## config.mk

```make
export PLATFORM = sky130hd
export DESIGN_NAME = downcount_timer
export DESIGN_NICKNAME = d
export VERILOG_FILES = /design/src/rtl/downcount_timer.sv
export SDC_FILE = /design/constraint.sdc
export NUM_CORES = 1
export LEC_CHECK = 0
export ABC_AREA = 1
export BUFFER_PORTS_ARGS = -buffer_cell sky130_fd_sc_hd__buf_4
export CAP_MARGIN = 10
export CORE_ASPECT_RATIO = 0.8
export CORE_MARGIN = 2
export CORE_UTILIZATION = 34
export DETAILED_ROUTE_END_ITERATION = 12
export PLACE_DENSITY = 0.69
export SLEW_MARGIN = 20
export SYNTH_ARGS = -nofsm -noshare
export SYNTH_HDL_FRONTEND = slang
export SYNTH_SLANG_ARGS = --single-unit
```

## constraint.sdc

```tcl
create_clock -name clk -period 2.7 [get_ports clk]
set_input_delay 0.405 -clock clk [delete_from_list [all_inputs] [get_ports clk]]
set_output_delay 0.405 -clock clk [all_outputs]
set_load 0.02 [all_outputs]
```

## src/rtl/downcount_timer.sv

```systemverilog
// downcount_timer
//   Loadable down-counter with a two-state (IDLE/RUN) control FSM.
//   In IDLE, load has priority over start. In RUN, stop has priority over
//   pause, and pause has priority over decrement. done pulses for one cycle
//   when the count reaches zero, or when start is requested while the count
//   is already zero.
//
//   Optional feature (macro DOWNCOUNT_AUTO_RELOAD_EN): a reload register
//   captures load_val on every accepted load. When the count would reach
//   zero in RUN, it restarts from the reload value instead, so the timer runs
//   periodically until stop. A reload value of 0 ends the run instead.
//
// Parameters
//   WIDTH     counter width in bits (2..32)
// Ports
//   clk       clock; all state updates on the rising edge
//   reset     asynchronous, active-high reset
//   load      capture load_val into the counter (IDLE only)
//   load_val  value written on load
//   start     begin counting down (IDLE only)
//   pause     hold the count while in RUN
//   stop      leave RUN; the count keeps its current value
//   count     current counter value (registered)
//   busy      high while the FSM is in RUN (registered; direct view of state)
//   done      one-cycle completion pulse (registered)
//   zero      combinational (count == 0)
//
// Control inputs are level-sampled at every rising edge; there is no
// handshake. A request that is not legal in the current state (load or start
// in RUN, pause or stop in IDLE) is ignored, not queued.
module downcount_timer #(
  parameter int WIDTH = 8
) (
  input  logic             clk,
  input  logic             reset,
  input  logic             load,
  input  logic [WIDTH-1:0] load_val,
  input  logic             start,
  input  logic             pause,
  input  logic             stop,
  output logic [WIDTH-1:0] count,
  output logic             busy,
  output logic             done,
  output logic             zero
);

  typedef enum logic {
    IDLE = 1'b0,
    RUN  = 1'b1
  } state_t;

  localparam logic [WIDTH-1:0] ONE = WIDTH'(1);

  state_t           state;
  state_t           state_next;
  logic [WIDTH-1:0] count_next;
  logic             done_next;

`ifdef DOWNCOUNT_AUTO_RELOAD_EN
  logic [WIDTH-1:0] reload_q;
  logic [WIDTH-1:0] reload_next;
`endif

  // ---------------------------------------------------------------------
  // State and datapath registers
  // ---------------------------------------------------------------------
  always_ff @(posedge clk or posedge reset) begin
    if (reset) begin
      state <= IDLE;
      count <= '0;
      done  <= 1'b0;
`ifdef DOWNCOUNT_AUTO_RELOAD_EN
      reload_q <= '0;
`endif
    end else begin
      state <= state_next;
      count <= count_next;
      done  <= done_next;
`ifdef DOWNCOUNT_AUTO_RELOAD_EN
      reload_q <= reload_next;
`endif
    end
  end

  // ---------------------------------------------------------------------
  // Next-state logic
  // ---------------------------------------------------------------------
  always_comb begin
    state_next = state;
    unique case (state)
      IDLE: begin
        // load wins over start; start only runs a nonzero count
        if (!load && start && (count != '0)) state_next = RUN;
      end
      RUN: begin
        if (stop) begin
          state_next = IDLE;
        end else if (pause) begin
          state_next = RUN;
        end else if (count == '0) begin
          // unreachable in normal operation; leave RUN rather than underflow
          state_next = IDLE;
        end else if (count == ONE) begin
`ifdef DOWNCOUNT_AUTO_RELOAD_EN
          state_next = (reload_q == '0) ? IDLE : RUN;
`else
          state_next = IDLE;
`endif
        end
      end
      default: state_next = IDLE;
    endcase
  end

  // ---------------------------------------------------------------------
  // Datapath / output next values
  // ---------------------------------------------------------------------
  always_comb begin
    count_next = count;
    done_next  = 1'b0;
`ifdef DOWNCOUNT_AUTO_RELOAD_EN
    reload_next = reload_q;
`endif
    unique case (state)
      IDLE: begin
        if (load) begin
          count_next = load_val;
`ifdef DOWNCOUNT_AUTO_RELOAD_EN
          reload_next = load_val;
`endif
        end else if (start && (count == '0)) begin
          // nothing to count: report completion immediately
          done_next = 1'b1;
        end
      end
      RUN: begin
        if (!stop && !pause && (count != '0)) begin
          if (count == ONE) begin
            done_next = 1'b1;
`ifdef DOWNCOUNT_AUTO_RELOAD_EN
            count_next = reload_q;
`else
            count_next = '0;
`endif
          end else begin
            count_next = count - ONE;
          end
        end
      end
      default: begin
        count_next = count;
      end
    endcase
  end

  assign busy = (state == RUN);
  assign zero = (count == '0);

endmodule

```

## Yosys cells after proc, flatten, opt, wreduce, memory -nomap -nowiden

Index checks and enable logic that the tools add are counted.

| word-level totals | value |
|---|---|
| register bits | 10 |
| bits of input ports | 14 |

| cells by class | value |
|---|---|
| $add $sub $neg | 1 |
| equal/unequal tests | 3 |
| mux-type cells | 15 |
| bitwise operators | 1 |
| reduce and logical (&&, ||, !) cells | 11 |

Operators with widths:

| cell | count |
|---|---|
| $mux W8 | 3 |
| $pmux W8 S2 | 1 |
| $mux W1 | 9 |
| $eq A8 B1 Y1 const B | 1 |
| $logic_not A8 Y1 | 1 |
| $reduce_bool A8 Y1 | 1 |
| $sub A8 B1 Y8 const B | 1 |
| $logic_and A1 B1 Y1 | 5 |
| $pmux W1 S2 | 2 |
| $logic_not A1 Y1 | 3 |
| $ne A2 B1 Y1 const B | 1 |
| $ne A2 B2 Y1 const B | 1 |
| $reduce_and A2 Y1 | 1 |
| $not A1 Y1 | 1 |

## Logic depth before layout (Yosys ltp)

| logic depth | value |
|---|---|
| word-level depth | 6 |
| depth in mapped cells | 9 |
| depth with buffers taken out | 9 |

## Worst setup path before layout

OpenSTA, ideal clock, no wires.

| path | value |
|---|---|
| path type | register to output |
| from | reg count[0] |
| to | out zero |
| data arrival time | 1.158 ns |
| slack | 1.137 ns |
| cell stages (with the launch flop) | 5 |
| path buffers | 0 |
| cells stage by stage | dfrtp_1 -> inv_1 -> ha_1 -> nand2_2 -> nor2_1 |

| between the ends | value |
|---|---|
| word-level cells in the longest chain between the ends | 1 |

Ends and longest elaborated chain:

| item | line | text |
|---|---|---|
| start, declared | 41 | `output logic [WIDTH-1:0] count,` |
| start signal, assigned | 77 | `count <= count_next;` |
| $logic_not A8 Y1 | 157 | `assign zero = (count == '0);` |
| end, declared | 44 | `output logic zero` |

No other way between the ends.

## Worst setup path after layout

Ends and elaborated chain as after synthesis.

==> flow_summary.json <==
{
  "run_status": "completed",
  "floorplan.initialDensity_pct": 35.1,
  "die_x_um": 56.1,
  "seqCellArea_um2": 250,
  "area_growth_pct": 30.2,
  "rd_place_congestion": 0.849,
  "net_count_after_synthesis": 128,
  "dp_wirelength_um": 1310,
  "slowest_delay_ps": 420,
  "cts-resized-gates": 0,
  "post_synth_inst_count": 111,
  "clkSlewWorstSetupHoldPaths_ps": 70,
  "timing_worst_slew_pin_value_ps": 444,
  "multi_input_gate_area_um2": 419,
  "cts.root.buffer_cell": "clkbuf_4",
  "numClockSinks": 10,
  "cellLeakagePower_nw": 0.518,
  "worstSkewPairLatency_ps": 270,
  "critical_path_depth": 5,
  "ctsHtreeMaxLevel": 1,
  "synthTopCellsByArea": "dfrtp_1 (34%), nand2_1 (18%), inv_1 (7.1%)",
  "number_of_vias_in_the_routed_layout": 764,
  "number_of_cts_inserted_buffers": 3,
  "routed_via_density": 4.72,
  "drt_pre_antenna_iters": 4,
  "grt_max_degree": 12,
  "fin_crit_ps": 1790,
  "grt_setup_unrepaired": "false",
  "endpoint_kind": "output pin",
  "holdBufCountCts": 0,
  "worst_path_max_delay_cell": "dfrtp_1",
  "timing.final.ws_setup_ps": 907,
  "commonest_non_fill_non_tap_cell_in_the_layout": "nand2_1",
  "drive_above_1_share_pct": 26.3,
  "tns_ps": 0,
  "first_global_vias": 655,
  "crit_path_cell_trace": "inv_1 > ha_1 > nand2_2 > nor2_1 > buf_4",
  "worst-path-buf-inv": 2,
  "most-common-layout-cells": "nand2_1 (35), buf_4 (24), inv_1 (14)",
  "synthesis.yosys.warnings": 0,
  "cts_setup_buffers": 0,
  "antenna_found_initial": 0,
  "postRouteAntennaNets": 0,
  "holdCritPathClass": "in2async",
  "overall_global_routing_resource_usage_pct": 14.0,
  "final_setup_fails": 0,
  "initialDrtViolationCount": 17,
  "place.port_buffers": 24,
  "slew_headroom_pct": 70.2,
  "floorplan.die_area_um2": 2560,
  "netlist-cell-type-count": 17,
  "critPathMaxFanout": 5,
  "worst_path_dominant_cell_family": "flip-flops",
  "final_min_period_over_clock_period_pct": 66.4,
  "die-height_um": 45.6,
  "synth_seq_cells": 10,
  "syn-cell-area_um2": 737,
  "ios": 25,
  "global_route_overflow": 0,
  "timing.reg2reg.worst_path_depth": 7,
  "skew_ps": 4.20,
  "diodes": 0,
  "max_vdd_drop_mv": 0.537,
  "power.density_cell_area_nw_per_um2": 1020,
  "fill_cells": 216,
  "synth_largest_type_area_fraction_pct": 34.0,
  "routed_wl_um": 1720,
  "post_synth.cell_area_avg_um2": 6.64,
  "achievable-frequency_mhz": 558,
  "dp_worst_setup_slack_ps": 1190,
  "synth_seq_area_share_pct": 34.0,
  "maxCapViolations": 0,
  "maxSlewViolCount": 0,
  "route.detailed.wl_per_inst_um": 10.6,
  "final.hold.worst_slack_ps": 115,
  "power.total_w": 0.000978,
  "core_area_um2": 2100,
  "clockBufferDepth": 2,
  "tritoncts_clock_tree": "built",
  "grt_first_pass_wirelength_um": 2780,
  "post-synth-top-area-cell": "dfrtp_1",
  "drcViolationCount": 0,
  "critPathLaunchType": "flip-flop",
  "row_count": 15,
  "finalNetCount": 156,
  "critical_path_arrival_ps": 1390,
  "total_count_of_hold_check_failures_in_the_final_report": 0,
  "finish.utilization_pct": 45.7,
  "worstSetupPathType": "reg2out",
  "required_ps": 2300
}
==> registers in the layout (all words and copies together) (netlist names) <==
signal	cells
busy	1
count	8
done	1
==> cells in the mapped netlist, drive strengths merged <==
master and n:
o21ai 13, a21oi 2, buf 1, nand2 38, dfrtp 10, nand4 1
nand3 10, xor2 2, inv 15, ha 3, nor2 16
==> cell families after synthesis <==
family / after synthesis / synth area share, %
XOR/XNOR: 2 / 2.38
AO/OA/AOI/OAI: 15 / 12.2
adder cells (fa/ha/maj): 3 / 5.09
AND/OR/NAND/NOR: 65 / 37.2
flip-flops: 10 / 34.0
buffers and inverters: 16 / 9.17
==> through the flow <==
step,instances,instance area [um2]
after global placement,159,937
after global routing,162,960
after CTS,162,960
after detailed placement,159,937
after floorplan,111,737
final,162,960
==> final timing paths <==
path / endpoint / from / slack (ps)
worst max-delay path: zero / count[0] / 910
worst min-delay path: busy / reset / 120
worst max register to register: count[4] / count[1] / 1170
worst min register to register: count[2] / count[2] / 560
max in group asynchronous: count[5] / reset / 2300
min in group clk: busy / pause / 400
==> area by class of cell <==
type                       count  share of cell area (%)
multi-input combinational     85                    43.7
sequential                    10                    26.1
timing repair buffer          24                    18.8
inverter                      15                    5.87
tap                           25                    3.26
clock buffer                   3                    2.35
==> metal layers <==
metal,GRT usage (%),vias to the layer above,part of all wire (%)
li1,-,402,-
met1,17.6,332,46
met2,24.9,25,48
met3,2.84,5,4.9
met4,4.29,0,1.0
met5,0,-,0
==> power by group <==
part / internal, W / switching [W] / leakage [nW]
registers: 0.000211 / 0.0000829 / 0.123
clock network: 0.0000516 / 0.0000526 / 0.0138
logic: 0.000221 / 0.000359 / 0.381
total: 0.000484 / 0.000494 / 0.518
(Power assumes the default switching activity.)
